<file path="src/rtl/mcu_bus_pkg.sv">
// Shared constants and types for the microcontroller memory / memory-mapped I/O slave.
package mcu_bus_pkg;

   localparam logic [15:0] ADDR_GPIO_OUT = 16'hFF00;
   localparam logic [15:0] ADDR_GPIO_IN  = 16'hFF01;
   localparam logic [15:0] ADDR_TCTRL    = 16'hFF02;
   localparam logic [15:0] ADDR_TLOAD    = 16'hFF03;
   localparam logic [15:0] ADDR_TCOUNT   = 16'hFF04;
   localparam logic [15:0] ADDR_TSTAT    = 16'hFF05;

   localparam int TCTRL_EN     = 0;
   localparam int TCTRL_RELOAD = 1;

   typedef enum logic {
      IDLE = 1'b0,
      RUN  = 1'b1
   } timer_state_t;

endpackage

</file>
<file path="src/rtl/mcu_timer.sv">
// Down-counting timer with one-shot or auto-reload mode and a sticky expiry flag.
module mcu_timer
   import mcu_bus_pkg::*;
#(
   parameter int N = 16
) (
   input  logic         clk,
   input  logic         rst,
   input  logic         ctrl_we,
   input  logic         load_we,
   input  logic         stat_we,
   input  logic [N-1:0] wdata,
   output logic [N-1:0] count,
   output logic [1:0]   ctrl,
   output logic [N-1:0] load,
   output logic         flag
);

   localparam logic [N-1:0] ZERO_C = {N{1'b0}};
   localparam logic [N-1:0] ONE_C  = {{(N-1){1'b0}}, 1'b1};

   timer_state_t state_r, state_s;
   logic [N-1:0] count_r, count_s;
   logic [N-1:0] load_r, load_s;
   logic [1:0]   ctrl_r, ctrl_s;
   logic         flag_r, flag_s;

   // Next-state logic: countdown and expiry first, then a TCTRL write overrides EN/RELOAD.
   always_comb begin
      state_s = state_r;
      count_s = count_r;
      ctrl_s  = ctrl_r;
      load_s  = load_r;
      flag_s  = flag_r;

      if (load_we) begin
         load_s = wdata;
      end else begin
         load_s = load_r;
      end

      if (stat_we && wdata[0]) begin
         flag_s = 1'b0;
      end else begin
         flag_s = flag_r;
      end

      case (state_r)
         IDLE: begin
            if (ctrl_we) begin
               ctrl_s = wdata[1:0];
               if (wdata[TCTRL_EN]) begin
                  state_s = RUN;
                  count_s = load_r;
               end else begin
                  state_s = IDLE;
               end
            end else begin
               state_s = IDLE;
            end
         end
         RUN: begin
            if (count_r != ZERO_C) begin
               count_s = count_r - ONE_C;
            end else begin
               // Expiry beats a same-edge TSTAT clear.
               flag_s = 1'b1;
               if (ctrl_r[TCTRL_RELOAD]) begin
                  count_s = load_r;
               end else begin
                  ctrl_s[TCTRL_EN] = 1'b0;
                  state_s          = IDLE;
               end
            end
            if (ctrl_we) begin
               ctrl_s = wdata[1:0];
               if (!wdata[TCTRL_EN]) begin
                  state_s = IDLE;
                  count_s = count_r;
               end else if (count_r == ZERO_C) begin
                  state_s = RUN;
                  count_s = wdata[TCTRL_RELOAD] ? load_r : ZERO_C;
               end else begin
                  state_s = RUN;
               end
            end else begin
               ctrl_s = ctrl_s;
            end
         end
         default: begin
            state_s = IDLE;
         end
      endcase
   end

   // Timer state register.
   always_ff @(posedge clk) begin
      if (rst) begin
         state_r <= IDLE;
         count_r <= ZERO_C;
         load_r  <= ZERO_C;
         ctrl_r  <= 2'b00;
         flag_r  <= 1'b0;
      end else begin
         state_r <= state_s;
         count_r <= count_s;
         load_r  <= load_s;
         ctrl_r  <= ctrl_s;
         flag_r  <= flag_s;
      end
   end

   assign count = count_r;
   assign ctrl  = ctrl_r;
   assign load  = load_r;
   assign flag  = flag_r;

endmodule

</file>
<file path="src/rtl/mcu_mem_bus.sv">
// Memory / MMIO slave: RAM, GPIO with input synchronizer, optional timer.
// Define MCU_MEM_BUS_TIMER_EN to build the timer; otherwise its registers decode as unmapped.
module mcu_mem_bus
   import mcu_bus_pkg::*;
#(
   parameter int    N         = 16,
   parameter int    A         = 8,
   parameter string INIT_FILE = ""
) (
   input  logic         clk,
   input  logic         rst,
   input  logic         rw,
   input  logic [N-1:0] addr,
   input  logic [N-1:0] wdata,
   output logic [N-1:0] rdata,
   input  logic [N-1:0] gpio_in,
   output logic [N-1:0] gpio_out,
   output logic         timer_flag
);

   localparam logic [N-1:0] ZERO_C = {N{1'b0}};

   logic [N-1:0] mem_r [0:(2**A)-1];
   logic [N-1:0] rdata_r;
   logic [N-1:0] gpio_out_r;
   logic [N-1:0] sync1_r;
   logic [N-1:0] sync2_r;
   logic [N-1:0] rd_mux_s;
   logic         ram_sel_s;
   logic         wr_s;

   // Only the low 2^A words are RAM; everything above up to the I/O page is unmapped.
   assign ram_sel_s = (addr[N-1:A] == {(N-A){1'b0}});
   assign wr_s      = !rw;

`ifdef MCU_MEM_BUS_TIMER_EN
   logic [N-1:0] t_count_s;
   logic [N-1:0] t_load_s;
   logic [1:0]   t_ctrl_s;
   logic         t_flag_s;

   mcu_timer #(.N(N)) u_timer (
      .clk     (clk),
      .rst     (rst),
      .ctrl_we (wr_s && (addr == ADDR_TCTRL)),
      .load_we (wr_s && (addr == ADDR_TLOAD)),
      .stat_we (wr_s && (addr == ADDR_TSTAT)),
      .wdata   (wdata),
      .count   (t_count_s),
      .ctrl    (t_ctrl_s),
      .load    (t_load_s),
      .flag    (t_flag_s)
   );

   assign timer_flag = t_flag_s;
`else
   assign timer_flag = 1'b0;
`endif

   // RAM write port; reset blocks writes but never clears contents.
   always_ff @(posedge clk) begin
      if (!rst && wr_s && ram_sel_s) begin
         mem_r[addr[A-1:0]] <= wdata;
      end
   end

   // Read data selection for the decoded address.
   always_comb begin
      rd_mux_s = ZERO_C;
      if (ram_sel_s) begin
         rd_mux_s = mem_r[addr[A-1:0]];
      end else begin
         case (addr)
            ADDR_GPIO_OUT: rd_mux_s = gpio_out_r;
            ADDR_GPIO_IN:  rd_mux_s = sync2_r;
`ifdef MCU_MEM_BUS_TIMER_EN
            ADDR_TCTRL:    rd_mux_s = {{(N-2){1'b0}}, t_ctrl_s};
            ADDR_TLOAD:    rd_mux_s = t_load_s;
            ADDR_TCOUNT:   rd_mux_s = t_count_s;
            ADDR_TSTAT:    rd_mux_s = {{(N-1){1'b0}}, t_flag_s};
`endif
            default:       rd_mux_s = ZERO_C;
         endcase
      end
   end

   // Read data register, GPIO output register and gpio_in synchronizer.
   always_ff @(posedge clk) begin
      if (rst) begin
         rdata_r    <= ZERO_C;
         gpio_out_r <= ZERO_C;
         sync1_r    <= ZERO_C;
         sync2_r    <= ZERO_C;
      end else begin
         if (rw) begin
            rdata_r <= rd_mux_s;
         end
         if (wr_s && (addr == ADDR_GPIO_OUT)) begin
            gpio_out_r <= wdata;
         end
         sync1_r <= gpio_in;
         sync2_r <= sync1_r;
      end
   end

   assign rdata    = rdata_r;
   assign gpio_out = gpio_out_r;

endmodule
</file>
<file path="config.mk">
export PLATFORM = sky130hd
export DESIGN_NAME = mcu_mem_bus
export DESIGN_NICKNAME = d
export VERILOG_FILES = /design/src/rtl/mcu_bus_pkg.sv /design/src/rtl/mcu_timer.sv /design/src/rtl/mcu_mem_bus.sv
export SDC_FILE = /design/constraint.sdc
export NUM_CORES = 2
export LEC_CHECK = 0
export CELL_PAD_IN_SITES_DETAIL_PLACEMENT = 0
export CELL_PAD_IN_SITES_GLOBAL_PLACEMENT = 1
export CORE_MARGIN = 8
export CORE_UTILIZATION = 63
export CTS_BUF_LIST = sky130_fd_sc_hd__clkbuf_2
export DETAILED_ROUTE_END_ITERATION = 6
export PLACE_DENSITY = 0.95
export SETUP_SLACK_MARGIN = 0.05
export SLEW_MARGIN = 10
export SYNTH_ARGS = -nofsm -noshare
export SYNTH_HDL_FRONTEND = slang
export SYNTH_SLANG_ARGS = --single-unit
</file>
<file path="constraint.sdc">
create_clock -name clk -period 9.9 [get_ports clk]
set_clock_uncertainty 0.2 [all_clocks]
set_input_delay 1.98 -clock clk [delete_from_list [all_inputs] [get_ports clk]]
set_output_delay 1.98 -clock clk [all_outputs]
set_load 0.02 [all_outputs]
</file>
# Word level (Yosys, flattened, before mapping)
# Memories as Yosys holds them, arrays and structs flattened.
# Index checks and enable logic that the tools add are counted.
# Widths: inputs -> output; s select.
# word_totals
register_bits	64
output_inout_bits	33
ramBits	4096
memories	1
inputBits	51
elab_cells	17
# op_classes
muxes	4
eq_ne	2
reduce_logical	6
# memory_table
memory	depth	width	read_ports	rd_clocked_by_memory_dff	wr	line	rtl
mem_r	256	16	1	0	1	mcu_mem_bus.sv:23	logic [N-1:0] mem_r [0:(2**A)-1];
# ops
op	count
$eq 16x16->1 const B	2
$pmux 16 s2	1
$mux 16	1
$logic_not 8->1	1
$logic_and 1x1->1	3
$logic_not 1->1	2
$mux 1	2

# Longest topological paths before layout
# logic_depth
depth_word	5
ltp_mapped	14
ltp_nobuf	8

# Least setup slack after synthesis
# OpenSTA, ideal clock, no wires.
# synth_path
path_kind	in2reg
startpoint	in addr[0]
endpoint	mem mem_r[102][0] (enable)
t_arrival_ns	4.424
path_slack_ns	4.888
path_buffers	7
required_ns	9.312
setup_time_ns	0.388
path_stages	10
cell_sequence	buf_4 -> buf_6 -> buf_4 -> buf_4 -> buf_4 -> nor2_1 -> buf_2 -> nand2_1 -> clkbuf_1 -> nor2_1
# synth_rtl
element	line	rtl
from (decl)	mcu_mem_bus.sv:13	input logic [N-1:0] addr,
to (decl)	mcu_mem_bus.sv:23	
# No word-level cell before the write port.

# Worst setup path after layout
# layout_path
startpoint	reg rdata_r[13] (netlist: rdata[13])
endpoint	out rdata[13]
# layout_rtl
element	line	rtl
from (decl)	mcu_mem_bus.sv:24	logic [N-1:0] rdata_r;
from (signal assigned)	mcu_mem_bus.sv:96	rdata_r <= rd_mux_s;
to (decl)	mcu_mem_bus.sv:15	output logic [N-1:0] rdata,
# No word-level cell between the ends.

==> impl_metrics.ini <==
[sta]
fin_crit_ps = 5670
tightest_slew_ps = 1340
fin_crit_sh_pct = 57.3
slew_violations = 0
finalWorstSetupSlack_ps = 4230
finalSetupTns_ps = 0
maxSlewHeadroom_pct = 9.93
hold_viol_final = 0
fmax_mhz = 176
rsz0062_at_grt = false
finalSetupViolCount = 0

[global_route]
grt_use_met3_pct = 10.7
grt_start_max_net_pins = 151
grt_first_pass_wirelength_um = 616000
grt_pass1_vias = 89100
grt_antenna_before_repair = 23
grt_use_met2_pct = 49.5
globalRouteOverflowTotal = 0
use_met1_pct = 39.4
track_usage_pct = 31.6
busiest_layer = met2

[cells_and_area]
layout-drive-gt1-share_pct = 29.5
nFillCells = 14400
flow.area_growth_from_synthesis_pct = 8.97
final_nets = 8561
fin_util_pct = 69.0

[logic_synthesis]
syn_inst = 7535
synth_top_family_by_area = multiplexers
synthMuxAreaShare_pct = 14.6
synth-simple-area-share_pct = 2.44
ys_ff_latch = 4160
synthArstFlopShare_pct = 0
synth_edf_count = 4096
yosysWarnings = 0
synth_xor_area_share_pct = 0
synth_ff_type = edfxtp_1
ys_seq_area_share_pct = 78.1
yosys.cell_types.count = 60
synth_compound_area_share_pct = 3.27
synth_fa_ha_area_share_pct = 0
avgSynthCellArea_um2 = 21.1
synth_nets = 7586
synthesis.area_um2 = 159000

[worst_setup_path]
endpoint = rdata[13]
reg2reg_setup_slack_ps = 6100
slowest_delay_ps = 710
critPathKind = reg2out
cp.buffers_inverters = 1
path_delay_family = buffers and inverters
rr_endpoint = rdata[1]
crit_chain = clkdlybuf4s50_1
cp-startpoint = rdata[13]
cp.required_ps = 7720
critPathLaunchType = flip-flop
endpoint_kind = primary output
slowest_stage = clkdlybuf4s50_1
cp.arrival_ps = 3490
worst-path-stages = 1
cp_max_fo = 3
r2r-start = mem_r[174][1]
ff2ff_path_depth = 7

[floorplan]
core-area_um2 = 251000
core.rowCount = 184
pin_count = 84
dieHeight_um = 518
die-area_um2 = 269000
die_x_um = 518
start_util_pct = 63.3

[cts]
insertion_delay_ps = 2120
clock_path_buffers = 4
clk_pin_slew_ps = 110
cts_made_buffers = 934
cts_root_buf = clkbuf_2
cts_tree = yes
post-cts-setup-buffers = 0
clock-sinks = 4160
cts_resized = 0
hold_buffers = 5
ctsHtreeMaxLevel = 6

[route]
final_antenna_net_count = 0
dr.pass1.iters = 7
drt-wirelength-per-cell_um = 34.5
drc = 9
vias = 87600
avgViaCountPerCell = 6.96
drt_iter0_markers = 15700
wirelength_um = 435000

[outcome]
violations = DRC
status = finished with violations

[min_path]
hold_class = in2reg
hold_depth = 1

[placement]
dp_slack_ps = 2820
port-buffer-count = 82
place_congestion = 0.924
hpwl_um = 249000

[job]
drv_cap = 0

[power]
peakVddDrop_mv = 0.147
cellPowerDensity_nw_per_um2 = 182
p_leak_nw = 56.8
[cell families (layout without fill, tap and decap cells)]
logic type,Yosys count,in the layout
flops,4160,4160
mux,1332,1332
simple gates,850,850
compound gates,745,745
buf+inv,447,2137
other cells,1,17
[registers in the layout, indices dropped and copies added (netlist names)]
| name | flops |
|---|---|
| sync2_r | 16 |
| sync1_r | 16 |
| rdata | 16 |
| gpio_out | 16 |
| mem_r | 4096 |
[cell usage after synthesis (4+ instances only)]
master	n	area share, %
a31oi_1	21	0.083
a221oi_1	86	0.47
nand4_1	25	0.098
or3_1	29	0.11
buf_4	59	0.28
mux2_2	22	0.16
or4_1	32	0.15
nand2_1	257	0.61
inv_1	7	0.017
edfxtp_1	4096	77
o21ai_0	51	0.16
and2_1	7	0.028
a311o_1	13	0.082
nor4_1	34	0.13
and3_1	4	0.016
a22o_1	7	0.039
a221oi_2	11	0.10
nor2b_1	41	0.16
clkbuf_1	168	0.40
mux4_2	792	11
a21oi_1	102	0.32
a22oi_1	121	0.57
o22ai_1	250	0.98
nor2_1	302	0.71
buf_2	152	0.48
buf_1	16	0.038
nor3_1	15	0.047
dfxtp_1	64	0.81
buf_6	43	0.30
nand3_1	86	0.27
a32oi_1	52	0.29
a211oi_1	5	0.024
mux2i_1	518	3.3
nand2b_1	6	0.024
a2111oi_0	5	0.028
[cell type report]
| cell class | instances | area, um2 | area share, % |
|---|---|---|---|
| clock inverters | 279 | 1440 | 0.830 |
| inverters | 7 | 31.3 | 0.0180 |
| clock buffers | 1372 | 6870 | 3.96 |
| repair buffers | 479 | 4030 | 2.33 |
| diodes | 16 | 40.0 | 0.0231 |
| multi-input cells | 2928 | 32500 | 18.7 |
| flip-flops and latches | 4160 | 124000 | 71.7 |
| well taps | 3348 | 4190 | 2.42 |
[power breakdown]
group          switching (mW)  internal, mW
clock network            6.63          3.97
registers             0.00997          19.3
logic                    1.15         0.517
[how the worst min path moves through the flow]
stage | startpoint | slack (ps) | to
global placement | sync1_r[1] | 230 | sync2_r[1]
detailed placement | sync1_r[6] | 230 | sync2_r[6]
CTS | wdata[5] | 7 | mem_r[34][5]
finish | wdata[5] | 220 | mem_r[197][5]
global route | wdata[4] | 50 | mem_r[36][4]
floorplan | sync1_r[0] | 210 | sync2_r[0]
[placed cells by master, fill, tap and decap left out, types with 16 or more instances in the layout]
cell / n
a21oi_1: 102
a221oi_1: 86
a22oi_1: 121
a31oi_1: 21
a32oi_1: 52
buf_4: 382
clkbuf_2: 1372
clkdlybuf4s50_1: 59
clkinv_1: 208
clkinv_2: 35
dfxtp_1: 64
diode_2: 16
edfxtp_1: 4096
mux2_2: 22
mux2i_1: 518
mux4_2: 792
nand2_1: 254
nand3_1: 86
nand4_1: 25
nor2_1: 288
nor2b_1: 36
nor4_1: 34
o21ai_0: 51
o22ai_1: 250
or3_1: 29
or4_1: 32
[through the flow]
step / power, mW / hold slack (ps) / cells / cell area [um2]
floorplan: 20.6 / 214 / 7535 / 159000
global placement: 21.3 / 229 / 10900 / 165000
detailed placement: 21.3 / 230 / 10900 / 165000
CTS: 31.6 / 7.45 / 12600 / 173000
global route: 32.5 / 45.8 / 12600 / 173000
finish: 31.6 / 219 / 12600 / 173000
[worst reg2reg max path: cells and delay by family, from the launching register on]
kind	cells	cell delay, ps
AND/OR/NAND/NOR	2	1700
AO/OA/AOI/OAI	4	910
multiplexers	1	420
flip-flops	1	430
[metal layers]
| metal | vias up | part of all wire, % |
|---|---|---|
| met3 | 1739 | 16 |
| met2 | 8518 | 47 |
| met5 | - | 0.044 |
| met4 | 14 | 6.7 |
| li1 | 34100 | - |
| met1 | 43200 | 30 |
No activity file was read; power rests on OpenSTA's default activity.
